## config.mk

```make
export PLATFORM = sky130hd
export DESIGN_NAME = tx_bit_timer_param_flat
export DESIGN_NICKNAME = d
export VERILOG_FILES = /design/src/rtl/tx_bit_timer_param_if.sv /design/src/rtl/tx_bit_timer_param.sv /design/src/flat_wrapper.sv
export SDC_FILE = /design/constraint.sdc
export NUM_CORES = 1
export LEC_CHECK = 0
export CAP_MARGIN = 20
export CORE_AREA = 2 2 39 41
export CTS_CLUSTER_SIZE = 40
export DETAILED_ROUTE_END_ITERATION = 16
export DIE_AREA = 0 0 41 43
export PLACE_DENSITY_LB_ADDON = 0.05
export SETUP_SLACK_MARGIN = 0.02
export SYNTH_ARGS = -nofsm -noshare
export SYNTH_HDL_FRONTEND = slang
export SYNTH_SLANG_ARGS = --single-unit
```

## constraint.sdc

```tcl
create_clock -name clk -period 1.96 [get_ports clk]
set_clock_uncertainty 0.05 [all_clocks]
set_input_delay 0.392 -clock clk [delete_from_list [all_inputs] [get_ports clk]]
set_output_delay 0.392 -clock clk [all_outputs]
set_load 0.02 [all_outputs]
```

## src/rtl/tx_bit_timer_param_if.sv

```systemverilog
// Timer-side bundle between the TX controller FSM and the bit/byte timer.
// Optional cfg_clks_per_bit is present only with TX_TIMER_DYN_RATE_EN.
interface tx_bit_timer_param_if #(
    parameter int BW = 4,
    parameter int CW = 5
);
    logic          timer_enable;
    logic          timer_clear;
    logic          tx_transfer_active;
    logic          strobe;
    logic          strobe_middle;
    logic          byte_transmitted;
    logic          long_byte;
    logic [BW-1:0] bit_index;
`ifdef TX_TIMER_DYN_RATE_EN
    logic [CW-1:0] cfg_clks_per_bit;
`endif

    modport master (
        output timer_enable, timer_clear, tx_transfer_active,
`ifdef TX_TIMER_DYN_RATE_EN
        output cfg_clks_per_bit,
`endif
        input  strobe, strobe_middle, byte_transmitted, long_byte, bit_index
    );

    modport slave (
        input  timer_enable, timer_clear, tx_transfer_active,
`ifdef TX_TIMER_DYN_RATE_EN
        input  cfg_clks_per_bit,
`endif
        output strobe, strobe_middle, byte_transmitted, long_byte, bit_index
    );
endinterface

```

## src/rtl/tx_bit_timer_param.sv

```systemverilog
// Bit/byte timing generator: bit strobes, mid-bit strobes, byte ends, periodic long bytes.
// Pulses decode registered counters combinationally; TX_TIMER_DYN_RATE_EN adds a runtime bit rate.
module tx_bit_timer_param #(
    parameter int CLKS_PER_BIT  = 8,
    parameter int MID_POINT     = 4,
    parameter int BITS_PER_BYTE = 8,
    parameter int LONG_PERIOD   = 3,
    parameter int LONG_EXTRA    = 1
) (
    input  logic                 clk,
    input  logic                 n_rst,
    tx_bit_timer_param_if.slave  tif
);
    localparam int BW = $clog2(BITS_PER_BYTE + LONG_EXTRA + 1);
    localparam int CW = $clog2(CLKS_PER_BIT + 1) + 1;
    localparam int PW = (LONG_PERIOD > 1) ? $clog2(LONG_PERIOD) : 1;
    localparam logic [PW-1:0] PH_LAST = (LONG_PERIOD > 0) ? PW'(LONG_PERIOD - 1) : '0;
    localparam logic [CW-1:0] ONE_C   = CW'(1);

    typedef enum logic {SHORT, LONG} byte_state_e;
    // With LONG_PERIOD=1 every byte, including the first one, is stretched.
    localparam byte_state_e ST_INIT = (LONG_PERIOD == 1) ? LONG : SHORT;

    logic [CW-1:0] clk_cnt_q, clk_cnt_d;
    logic [BW-1:0] bit_cnt_q, bit_cnt_d;
    logic [PW-1:0] phase_q, phase_d;
    byte_state_e   state_q, state_d;
    logic [CW-1:0] rate, mid;
    logic [BW-1:0] bit_last;
    logic          adv, strobe, byte_end;

`ifdef TX_TIMER_DYN_RATE_EN
    logic [CW-1:0] rate_q, rate_d;

    always_comb begin
        rate_d = rate_q;
        if (tif.timer_clear)
            rate_d = (tif.cfg_clks_per_bit < CW'(2)) ? CW'(2) : tif.cfg_clks_per_bit;
    end

    always_ff @(posedge clk or negedge n_rst) begin
        if (!n_rst) rate_q <= CW'(CLKS_PER_BIT);
        else        rate_q <= rate_d;
    end

    assign rate = rate_q;
    assign mid  = rate_q >> 1;
`else
    assign rate = CW'(CLKS_PER_BIT);
    assign mid  = CW'(MID_POINT);
`endif

    assign adv      = tif.timer_enable & ~tif.timer_clear;
    assign strobe   = adv & (clk_cnt_q == rate - ONE_C);
    assign bit_last = BW'(BITS_PER_BYTE - 1) + ((state_q == LONG) ? BW'(LONG_EXTRA) : BW'(0));
    assign byte_end = strobe & (bit_cnt_q == bit_last);

    always_comb begin
        clk_cnt_d = clk_cnt_q;
        bit_cnt_d = bit_cnt_q;
        phase_d   = phase_q;
        state_d   = state_q;
        if (tif.timer_clear) begin
            clk_cnt_d = '0;
            bit_cnt_d = '0;
            phase_d   = '0;
            state_d   = ST_INIT;
        end else if (tif.timer_enable) begin
            clk_cnt_d = strobe ? '0 : clk_cnt_q + ONE_C;
            if (strobe)
                bit_cnt_d = byte_end ? '0 : bit_cnt_q + BW'(1);
            if (byte_end) begin
                phase_d = (phase_q == PH_LAST) ? '0 : phase_q + PW'(1);
                state_d = ((LONG_PERIOD != 0) && (phase_d == PH_LAST)) ? LONG : SHORT;
            end
        end
    end

    always_ff @(posedge clk or negedge n_rst) begin
        if (!n_rst) begin
            clk_cnt_q <= '0;
            bit_cnt_q <= '0;
            phase_q   <= '0;
            state_q   <= ST_INIT;
        end else begin
            clk_cnt_q <= clk_cnt_d;
            bit_cnt_q <= bit_cnt_d;
            phase_q   <= phase_d;
            state_q   <= state_d;
        end
    end

    assign tif.strobe           = strobe;
    assign tif.strobe_middle    = adv & tif.tx_transfer_active & (clk_cnt_q == mid - ONE_C);
    assign tif.byte_transmitted = byte_end;
    assign tif.long_byte        = (state_q == LONG);
    assign tif.bit_index        = bit_cnt_q;
endmodule
```

## src/flat_wrapper.sv

```systemverilog
// flat-port wrapper written by rule: the top's interface ports become plain ports
module tx_bit_timer_param_flat 
#(
    parameter int CLKS_PER_BIT  = 8,
    parameter int MID_POINT     = 4,
    parameter int BITS_PER_BYTE = 8,
    parameter int LONG_PERIOD   = 3,
    parameter int LONG_EXTRA    = 1
)
  (clk, n_rst, tif_timer_enable, tif_timer_clear, tif_tx_transfer_active, tif_strobe, tif_strobe_middle, tif_byte_transmitted, tif_long_byte, tif_bit_index);
  tx_bit_timer_param_if tif_i ();
  input  logic clk;
  input  logic n_rst;
  input wire logic [$bits(tif_i.timer_enable)-1:0] tif_timer_enable;
  input wire logic [$bits(tif_i.timer_clear)-1:0] tif_timer_clear;
  input wire logic [$bits(tif_i.tx_transfer_active)-1:0] tif_tx_transfer_active;
  output wire logic [$bits(tif_i.strobe)-1:0] tif_strobe;
  output wire logic [$bits(tif_i.strobe_middle)-1:0] tif_strobe_middle;
  output wire logic [$bits(tif_i.byte_transmitted)-1:0] tif_byte_transmitted;
  output wire logic [$bits(tif_i.long_byte)-1:0] tif_long_byte;
  output wire logic [$bits(tif_i.bit_index)-1:0] tif_bit_index;
  assign tif_i.timer_enable = tif_timer_enable;
  assign tif_i.timer_clear = tif_timer_clear;
  assign tif_i.tx_transfer_active = tif_tx_transfer_active;
  assign tif_strobe = tif_i.strobe;
  assign tif_strobe_middle = tif_i.strobe_middle;
  assign tif_byte_transmitted = tif_i.byte_transmitted;
  assign tif_long_byte = tif_i.long_byte;
  assign tif_bit_index = tif_i.bit_index;
  tx_bit_timer_param #(.CLKS_PER_BIT(CLKS_PER_BIT), .MID_POINT(MID_POINT), .BITS_PER_BYTE(BITS_PER_BYTE), .LONG_PERIOD(LONG_PERIOD), .LONG_EXTRA(LONG_EXTRA)) u_core (.clk(clk), .n_rst(n_rst), .tif(tif_i));
endmodule
```

======== Yosys cells after proc, flatten, opt, wreduce, memory -nomap -nowiden ========
Cells that the tools add are included.
storage, ports and cells
  output and inout bits ................... 8
  input bits .............................. 5
  register bits after elaboration ......... 12
  logic and storage cells ................. 40
operators by class
  muxes and demuxes ....................... 16
  reduce and logical (&&, ||, !) cells .... 5
  add/sub/neg operators ................... 4
  equality and inequality tests ........... 5
  bitwise gates (word level) .............. 6
operators with widths
  cell                                                              count
  4-bit two-way mux                                                 4
  5-bit two-way mux                                                 3
  2-bit two-way mux                                                 4
  2-bit nonzero test                                                3
  5-bit by 1-bit adder with 5-bit output (second input constant)    1
  1-bit bitwise AND                                                 5
  5-bit by 2-bit == test with 1-bit output (second input constant)  1
  5-bit by 3-bit == test with 1-bit output (second input constant)  1
  1-bit two-way mux                                                 5
  4-bit by 1-bit adder with 4-bit output (second input constant)    1
  4-bit adder (first input constant)                                1
  2-bit == test (second input constant)                             2
  4-bit == test                                                     1
  2-bit AND reduction                                               2
  2-bit by 1-bit adder with 2-bit output (second input constant)    1
  1-bit NOT                                                         1

======== Depth between registers and ports, before layout ========
Gate-level depths: netlist of the first run.
  word-level depth ........................ 8
  gate-level depth with buffers ........... 6
  mapped depth without buffers ............ 5

======== Worst setup path before layout of the first run ========
No wires, ideal clock.
  path kind ............................... register -> output
  start point ............................. register u_core.clk_cnt_q[0]
  end point ............................... output tif_strobe_middle
  required time ........................... 1.518 ns
  path slack .............................. 0.176 ns
  cell stages (with the launch flop) ...... 4
  path buffers ............................ 0
  arrival ................................. 1.342 ns
  cell sequence ........................... dfrtp_1 -> ha_1 -> nand2_1 -> nor4bb_1
on the way
  word-level cells in the longest chain between the ends .. 2
RTL lines
  what                                      line                      text
  from (decl)                               tx_bit_timer_param.sv:24  logic [CW-1:0] clk_cnt_q, clk_cnt_d;
  from (signal assigned)                    tx_bit_timer_param.sv:86  clk_cnt_q <= clk_cnt_d;
  5-bit by 2-bit == test with 1-bit output  tx_bit_timer_param.sv:94  assign tif.strobe_middle = adv & tif.tx_transfer_active & (clk_cnt_q == mid - ONE_C);
  1-bit bitwise AND                         tx_bit_timer_param.sv:94
  to (decl)                                 flat_wrapper.sv:18        output wire logic [$bits(tif_i.strobe_middle)-1:0] tif_strobe_middle;
No other way between the ends.

======== Worst setup path after layout of the first run ========
  start point ............................. register u_core.bit_cnt_q[2] (netlist: u_core.tif.bit_index[2])
  end point ............................... output tif_bit_index[2]
RTL lines
  what                    line                      text
  from (decl)             tx_bit_timer_param.sv:25  logic [BW-1:0] bit_cnt_q, bit_cnt_d;
  from (signal assigned)  tx_bit_timer_param.sv:87  bit_cnt_q <= bit_cnt_d;
  to (decl)               flat_wrapper.sv:21        output wire logic [$bits(tif_i.bit_index)-1:0] tif_bit_index;
No word-level cell between the ends.

==> impl_results.md, run 1 <==
* Status: finished clean
* Drt total wl at 1410 um
* Num rows at 14
* Worst setup margin at between 0.08 and 0.09 ns
* Routability cong. at 0.692
* Seq cells post-synth at 11
* Synth warnings at 0
* Clk_lat worst skew at between 0.2 and 0.3 ns
* TritonRoute pass-1 iters at 4
* Startpoint types: flip-flop
* Area of the die at 1760 um2
* Final nets at 96
* Clock Pin Slew Worst Setup and Hold Paths at 0.07 ns
* Worst path cell trace: buf_4 -> clkdlybuf4s50_1
* Total GRT Usage at between 20% and 30%
* Worst slew margin at between 60% and 70%
* Peak fanout along the critical path at 4
* Minimum clock period at 1.88 ns
* CP Class: reg -> out
* Fin crit share at between 90 and 100%
* Ant diodes at 0
* Post-route ant nets at 0
* Die width at 41 um
* Via count at a little under 600
* Synth unique cells at 22
* # H-tree levels at 1
* Vias in the first global route at ~580
* Initial DRC count at 10
* Worst EP required at between 1.5 and 2 ns
* Top Ports at 13
* Actual slew at the worst max-slew pin at approximately 0.52 ns
* IO buf count at 12
* Clock root buffer: clkbuf_4
* Layout area overhead at 48.2%
* Post-synthesis cell area at around 600 um2
* Fin. max-slew vios at 0
* Design area at approximately 880 um2
* Post-Place Cells at 99
* Sequential share of the synthesized area at a little under half
* Clk buf depth at 2
* First-pass GRT wire length at 2370 um
* Max Cap Viol at 0
* Syn nets at 66
* RSZ-0062 raised after global routing: no
* Die Y at approximately 43 um
* Via/cell ratio at approximately 5.6
* Worst path max stage delay at ~0.59 ns
* Core Region at approximately 1400 um2
* Final Hold Fails at 0
* # clock sinks at 11
* Pwr Density at a little over 500 nW/um2
* Total global routing overflow at 0
* Initial Utilization at roughly 43%
* Slowest cell on crit path: clkdlybuf4s50_1
* Hold buffer count at cts at 0
* CP delay by family, top: buffers and inverters
* Leak at around 0.00039 uW
* CP Capture Type: output pin
* Syn avg cell area at roughly 10 um2
* Cells after synthesis at just under 60
* Non-Filler Instances at roughly 100
* FMAX at between 500 and 600 MHz
* Detail Placement HPWL at between 900 and 1000 um
* Fin util at a little under two thirds
* DRC Markers at 0
* Largest net degree at the start of global routing at 12
* CTS tree: built
* VDD IR max at 0.000397 V
* Pre-CTS WS at -0.521 ns
* Critical path buffers and inverters at 2
* Avg WL per Cell at between 10 and 15 um
* Final Setup Violations at 0
* Worst hold path class: in -> async
* Share of cells above drive strength 1 at approximately 30%
* Placed Area at 830 um2
* CTS Buf Count at 3
* Worst path arrival time at roughly 1.4 ns
* Antenna violations before repair at 0
-- flip-flops by register name, summed over array words and instances, names as in the netlist --
signal and flops:
u_core.clk_cnt_q 5, u_core.phase_q 2, u_core.tif.bit_index 4
-- cells in the mapped netlist --
cell / count / area, um2
a21oi_1: 6 / 30.0
a22oi_2: 1 / 12.5
a31oi_1: 1 / 6.26
and3_2: 1 / 7.51
clkbuf_1: 2 / 7.51
dfrtp_1: 11 / 275
ha_1: 2 / 25.0
inv_1: 1 / 3.75
nand2_1: 5 / 18.8
nand2b_1: 2 / 12.5
nand3_1: 1 / 5.00
nand3b_1: 4 / 30.0
nand4_1: 3 / 18.8
nand4b_1: 2 / 17.5
nor2_1: 5 / 18.8
nor3_1: 2 / 10.0
nor4b_4: 1 / 23.8
nor4bb_1: 1 / 10.0
o21ai_0: 3 / 15.0
or4_1: 1 / 7.51
or4b_1: 1 / 10.0
xor2_1: 3 / 26.3
-- cell usage in the layout (no fill, tap or decap), drive strengths merged, types with 2 or more instances in the layout --
master and n:
buf 18, dfrtp 11, clkdlybuf4s50 7, a21oi 6
nor2 5, nand2 5, nand3b 4, clkbuf 4
nand4 3, o21ai 3, xor2 3, nand4b 2
nand2b 2, dlygate4sd2 2, nor3 2, ha 2
-- power breakdown --
| group | switching (uW) | internal, uW |
|---|---|---|
| registers | 5.87 | 232 |
| logic | 23.3 | 25.2 |
| clock network | 83.7 | 79.2 |
-- timing repair --
action                                  CTS  global route
hold endpoints to repair                  0             0
pin swaps                                 3             2
buffers inserted                          1             0
gates resized for setup                  19             3
endpoints found under the setup margin    5             1
-- metal layers --
metal	share of wire (%)	vias to the layer above	routed length [um]	track usage, %
met5	0	-	0	0
met4	2.8	0	40	12.0
met3	4.0	5	56	4.71
met2	50	14	704	32.2
met1	43	282	610	24.5
li1	-	278	-	-
-- metrics by stage --
stage               power (uW)  hold WS (ns)  setup TNS (ns)
detailed placement         289         0.500           -2.04
CTS                        447         0.419               0
global placement           287         0.489           -2.00
floorplan                  258        0.0464               0
global route               472         0.444               0
finish                     449         0.400               0
-- logic make-up (layout without fill, tap and decap cells) --
logic type,Yosys count,after routing,synth area share [%]
compound gates,11,11,10.8
xor+xnor,3,3,4.44
fa+ha+maj,2,2,4.23
flops,11,11,46.5
simple gates,29,29,32.1
buf+inv,3,32,1.90
-- worst paths after layout --
kind                                              start             endpoint  slack [ns]  depth (start not counted)
max in group asynchronous                         n_rst  u_core.clk_cnt_q[0]        1.11                          1
worst min-delay path                              n_rst  u_core.clk_cnt_q[4]        0.40                          1
min in group clk                      u_core.phase_q[0]    u_core.phase_q[0]        0.51                          2
worst max register to register  u_core.tif.bit_index[0]    u_core.phase_q[1]        0.19                          5
worst max-delay path            u_core.tif.bit_index[2]     tif_bit_index[2]        0.08                          2
worst min register to register        u_core.phase_q[0]    u_core.phase_q[0]        0.51                          2
-- area by class of cell --
cell class | count | area (um2)
Fill cell | 122 | 507
Multi-Input combinational cell | 45 | 329
Sequential cell | 11 | 275
Timing Repair Buffer | 27 | 223
Clock buffer | 4 | 26.3
Tap cell | 16 | 20.0
Inverter | 1 | 3.75
Power figures use the tool's default switching activity.
==> run 2, diff against run 1 <==
Settings changed: SKIP_CTS_REPAIR_TIMING from default to 1.
==> run 2 against run 1 <==
Against the previous run: sequential share of layout area is 0.23 points higher; core utilization is 0.45 points lower; sequential power hardly changed; cell count is 0.96% lower; critical path depth is 2 higher; register-to-register slack hardly changed; combinational power hardly changed; setup slack worse by 0.0067 ns; die area stayed put; first-iteration DRC count is 20% higher; flip-flop and latch count stayed put; non-clock buffer count is 1 lower.
==> impl_results.md, run 2 (synthesis results as in run 1) <==
* Slowest cell on crit path: dfrtp_1
* Top Ports at 13 (unchanged)
* Worst path cell trace: ha_2 -> nand2_1 -> nor4bb_2 -> buf_4
* Max Cap Viol at 0 (unchanged)
* DRC Markers at 0 (unchanged)
* Num rows at 14 (unchanged)
* Initial Utilization at 42.8% (unchanged)
* Largest net degree at the start of global routing at 12 (unchanged)
* Total power at 448 uW (-0.18%)
* Non-Filler Instances at 103 (-0.96%)
* Fin crit share at 96.2% (+0.34 points)
* Leak at 0.000402 uW (+2.6%)
* Fin util at 62.9% (-0.45 points)
* CTS Buf Count at 3 (unchanged)
* VDD IR max at 0.000396 V (-0.20%)
* Avg WL per Cell at 13.6 um (+0.26%)
* Routability cong. at 0.692 (unchanged)
* Total GRT Usage at 20.5% (-0.10 points)
* Sw Pwr at 112 uW (-0.82%)
* Via count at 563 (-2.8%)
* Clk pwr share at 36.4% (about the same)
* Via/cell ratio at 5.47 (-1.8%)
* RSZ-0062 raised after global routing: no
* Top reg by flops: u_core.clk_cnt_q
* Final Setup Violations at 0 (unchanged)
* Area of the die at 1760 um2 (unchanged)
* CP Capture Type: output pin
* Worst path max stage delay at 0.36 ns (-0.23 ns)
* Logic pwr share at 10.9% (about the same)
* Final Hold Fails at 0 (unchanged)
* Post-Place Cells at 99 (unchanged)
* # clock sinks at 11 (unchanged)
* Minimum clock period at 1.89 ns (+0.00671 ns)
* Pre-CTS WS at -0.521 ns (unchanged)
* # H-tree levels at 1 (unchanged)
* Clk_lat worst skew at 0.28 ns (about the same)
* Clk buf depth at 2 (unchanged)
* Status: finished clean
* Worst EP required at 1.52 ns (about the same)
* Actual slew at the worst max-slew pin at 0.526 ns (+0.00737 ns)
* Share of cells above drive strength 1 at 29.9% (-0.80 points)
* Core Region at 1380 um2 (unchanged)
* Worst setup margin at 0.0743 ns (-0.00671 ns)
* Pwr Density at 515 nW/um2 (+0.54%)
* Sum Neg Setup Slack at 0 ns (unchanged)
* Clock Pin Slew Worst Setup and Hold Paths at 0.07 ns (about the same)
* CTS tree: built
* Max reg flops at 5 (unchanged)
* Worst path arrival time at 1.44 ns (about the same)
* Leading cell type in the layout, fill and taps excluded: buf_4
* Total global routing overflow at 0 (unchanged)
* Fin. max-slew vios at 0 (unchanged)
* Die Y at 43 um (unchanged)
* Post-route ant nets at 0 (unchanged)
* Clock root buffer: clkbuf_4
* Layout area overhead at 47.1%
* IO buf count at 12 (unchanged)
* Vias in the first global route at 565 (-2.2%)
* Initial DRC count at 12 (+2)
* TritonRoute pass-1 iters at 4 (unchanged)
* Peak fanout along the critical path at 3 (-1)
* FMAX at 530 MHz (-0.36%)
* Startpoint types: flip-flop
* Antenna violations before repair at 0 (unchanged)
* Final nets at 95 (-1.0%)
* Worst slew margin at 64.8% (-0.49 points)
* Detail Placement HPWL at 992 um (unchanged)
* Sw Ratio at 25.0% (-0.16 points)
* Drt total wl at 1400 um (-0.71%)
* Most frequent cells in the layout: buf_4, dfrtp_1, clkdlybuf4s50_1
* Ant diodes at 0 (unchanged)
* Die width at 41 um (unchanged)
* Internal at 336 uW (about the same)
* First-pass GRT wire length at 2360 um (-0.59%)
* Worst hold path class: in -> async
* CP Class: reg -> out
* Reg power frac at 52.7% (-0.2 points)
[run 2: cell types whose count changed in the layout (fill, tap and decap cells not counted), sizes merged]
cell / change
dlymetal6s2s: +2
dlygate4sd2: -2
buf: -1
[run 2: metal layers]
layer	vias to the layer above	GRT usage (%)	routed length (um)
li1	277	-	-
met1	269	24.1	601
met2	12	32.2	704
met3	5	4.71	57
met4	0	12.0	38
met5	-	0	0
[run 2: layout make-up]
class / count / area (um2)
tap: 16 / 20.0
multi-input combinational: 45 / 325
sequential: 11 / 275
inverter: 1 / 3.75
clock buffer: 4 / 26.3
fill: 119 / 513
timing repair buffer: 26 / 220
[run 2: power by group through the flow]
stage,combinational [uW],clock (uW),sequential (uW)
after floorplan,14.0,0,244
after global placement,47.0,0,240
after detailed placement,47.8,0,241
after CTS,48.5,163,236
after global routing,53.9,181,237
final,48.8,163,236
[run 2: path summary, 6_finish.rpt]
check	slack [ns]	to	start	cells past startpoint
worst max-delay path	0.07	tif_strobe_middle	u_core.clk_cnt_q[0]	4
worst min-delay path	0.41	u_core.tif.bit_index[1]	n_rst	1
worst max register to register	0.19	u_core.phase_q[1]	u_core.tif.bit_index[0]	5
worst min register to register	0.51	u_core.phase_q[0]	u_core.phase_q[0]	2
max in group asynchronous	1.10	u_core.clk_cnt_q[0]	n_rst	1
min in group clk	0.46	u_core.clk_cnt_q[1]	tif_timer_enable	3
[run 2: worst max-delay path, delay by kind of cell, from the launching register on]
kind / cells / cell delay [ns]
fa+ha+maj: 1 / 0.20
buf+inv: 1 / 0.20
flops: 1 / 0.36
simple gates: 2 / 0.41
[run 2: through the flow]
stage | hold slack [ns] | area (um2)
after floorplan | 0.0464 | 592
after global placement | 0.489 | 830
after detailed placement | 0.500 | 830
after CTS | 0.419 | 856
after global routing | 0.444 | 871
final | 0.406 | 871
==> run 3, diff against run 2 <==
Settings changed: CORE_AREA 2 2 39 41 to default, CORE_MARGIN from default to 2, CORE_UTILIZATION from default to 42, DIE_AREA 0 0 41 43 to default.
Clock period 1.96 ns to 1.6 ns, I/O delays scaled along.
==> run 3 against run 2 <==
Against the previous run: the run now ends with setup timing left; sequential share of layout area shrank 1.2 points; critical path type is now reg -> reg; largest power group unchanged; worst hold slack worse by 0.085 ns; highest routed layer unchanged; first-iteration DRC count down 33%; critical path depth rose by 1; register-to-register slack got worse by 0.33 ns; clock power rose by 21%.
==> impl_results.md, run 3 (synthesis results as in run 1) <==
* Num rows at 13 (-1)
* IO buf count at 12 (unchanged)
* VDD IR max at 0.000371 V (-6.4%)
* Top Ports at 13 (unchanged)
* Routability cong. at 0.760 (+9.8%)
* Worst slew margin at 66.5% (+1.7 points)
* Total GRT Usage at 16.7% (-3.8 points)
* Worst path max stage delay at 0.49 ns (+0.13 ns)
* Die width at 41.5 um (+1.3%)
* Minimum clock period at around 1.7 ns
* Worst hold path class: in -> async
* Final Setup Violations at 5 (+5)
* Leading cell type in the layout, fill and taps excluded: buf_4
* Post-route ant nets at 0 (unchanged)
* Pwr Density at 600 nW/um2 (+17%)
* CP delay by family, top: simple AND/OR/NAND/NOR gates
* Post-Place Cells at 103 (+4.0%)
* Initial DRC count at 8 (-4)
* Antenna violations before repair at 0 (unchanged)
* RR Endpoint: u_core.phase_q[1]
* Leak at 0.000508 uW (+26%)
* Clk_lat worst skew at 0.28 ns (about the same)
* Placed Area at 875 um2 (+5.4%)
* Fill count at 107 (-10%)
* CTS Buf Count at 3 (unchanged)
* Sum Neg Setup Slack at -0.622 ns (-0.622 ns)
* R2r startpoint: u_core.clk_cnt_q[4]
* Clock root buffer: clkbuf_4
* Via/cell ratio at 5.12 (-6.3%)
* Design area at 913 um2 (+4.9%)
* Initial Utilization at 45.5% (+2.7 points)
* First-pass GRT wire length at 2130 um (-9.9%)
* Startpoint types: flip-flop
* Status: finished with violations
* Worst reg-to-reg path cell count at 5 (unchanged)
* DRC Markers at 0 (unchanged)
* Area of the die at 1730 um2 (-2.1%)
* # clock sinks at 11 (unchanged)
* Vias in the first global route at 483 (-15%)
* Pre-CTS WS at -0.734 ns (-0.214 ns)
* Core Region at 1300 um2 (-6.0%)
* Worst setup margin at -0.143 ns (-0.217 ns)
* Worst path cell trace: nor3_2 -> nand4_1 -> buf_4 -> or4b_1 -> a21oi_1
* Worst EP required at 1.76 ns (+0.24 ns)
* Clk buf depth at 2 (unchanged)
* Drt total wl at 1330 um (-5.4%)
* Final Hold Fails at 0 (unchanged)
* CTS tree: built
* Total global routing overflow at 0 (unchanged)
* Avg WL per Cell at 12.4 um (-9.0%)
* Total power at 548 uW (+22%)
* RSZ-0062 raised after global routing: yes
* Layout area overhead at 54.3%
* Reg2Reg Setup Slack at -0.14 ns (-0.33 ns)
* Top reg by flops: u_core.clk_cnt_q
* Critical path buffers and inverters at 1 (unchanged)
* Max reg flops at 5 (unchanged)
* CP Class: reg -> reg
* TritonRoute pass-1 iters at 4 (unchanged)
* Ant diodes at 0 (unchanged)
* Detail Placement HPWL at 978 um (-1.5%)
* Via count at 548 (-2.7%)
* Worst path arrival time at 1.90 ns (+0.46 ns)
* Most frequent cells in the layout: buf_4, dfrtp_1, a21oi_1, dlymetal6s2s_1
* Non-Filler Instances at 107 (+3.9%)
* Max Cap Viol at 0 (unchanged)
* CP Capture Type: flip-flop
* Final nets at 100 (+5.3%)
* Slowest cell on crit path: or4b_1
* Fin. max-slew vios at 0 (unchanged)
* Die Y at 41.5 um (-3.4%)
* Fin crit share at 109%
* # H-tree levels at 1 (unchanged)
* Largest net degree at the start of global routing at 12 (unchanged)
* Clock Pin Slew Worst Setup and Hold Paths at 0.07 ns (about the same)
* FMAX at about 570 MHz
* Peak fanout along the critical path at 10 (+7)
* Actual slew at the worst max-slew pin at 0.501 ns (-0.0258 ns)
* Share of cells above drive strength 1 at 35.9% (+6.0 points)
* Failing checks: setup timing
==> run 3: cell types whose count changed in the layout (fill, tap and decap cells not counted) <==
cell             previous run  this run
buf_2                       1         0
buf_4                      16        21
clkbuf_2                    0         1
clkdlybuf4s50_1             7         3
dfrtp_1                    11         9
dfrtp_2                     0         2
dlymetal6s2s_1              2         6
nor3_2                      0         1
nor3_4                      1         0
==> run 3: final cells by class <==
| type | count | area, um2 | area share [%] |
|---|---|---|---|
| timing repair buffer | 31 | 268 | 29.3 |
| multi-input combinational | 45 | 319 | 34.9 |
| inverter | 1 | 3.75 | 0.411 |
| tap | 15 | 18.8 | 2.05 |
| sequential | 11 | 278 | 30.4 |
| clock buffer | 4 | 26.3 | 2.88 |
==> run 3: worst max-delay path by stage <==
stage / from / end / slack, ns / cells after the start
6_report: u_core.clk_cnt_q[4] / u_core.phase_q[1] / -0.14 / 5
5_1_grt: u_core.clk_cnt_q[4] / u_core.phase_q[1] / -0.24 / 5
2_1_floorplan: u_core.tif.bit_index[1] / u_core.phase_q[1] / -0.02 / 4
3_3_place_gp: tif_timer_clear / tif_strobe_middle / -0.73 / 5
4_1_cts: tif_timer_clear / tif_strobe_middle / -0.74 / 5
3_5_place_dp: tif_timer_clear / tif_strobe_middle / -0.73 / 5
==> run 3: power breakdown <==
part | switching (uW) | internal, uW
combinational | 27.6 | 34.2
sequential | 5.23 | 284
clock | 100 | 96.9
total | 133 | 415
==> run 3: through the flow <==
stage / util, % / hold WS, ns
after CTS: 69.2 / 0.346
after floorplan: - / -0.0256
after global routing: 70.2 / 0.386
after detailed placement: 67.2 / 0.507
after global placement: 67.2 / 0.501
final: 70.2 / 0.321
==> run 3: routing by layer <==
metal	global-route usage (%)	vias to the layer above	part of all wire (%)
met5	0	-	0
met4	5.81	0	1.1
met3	7.83	2	4.8
met2	24.4	8	44
met1	21.7	255	50
li1	-	283	-
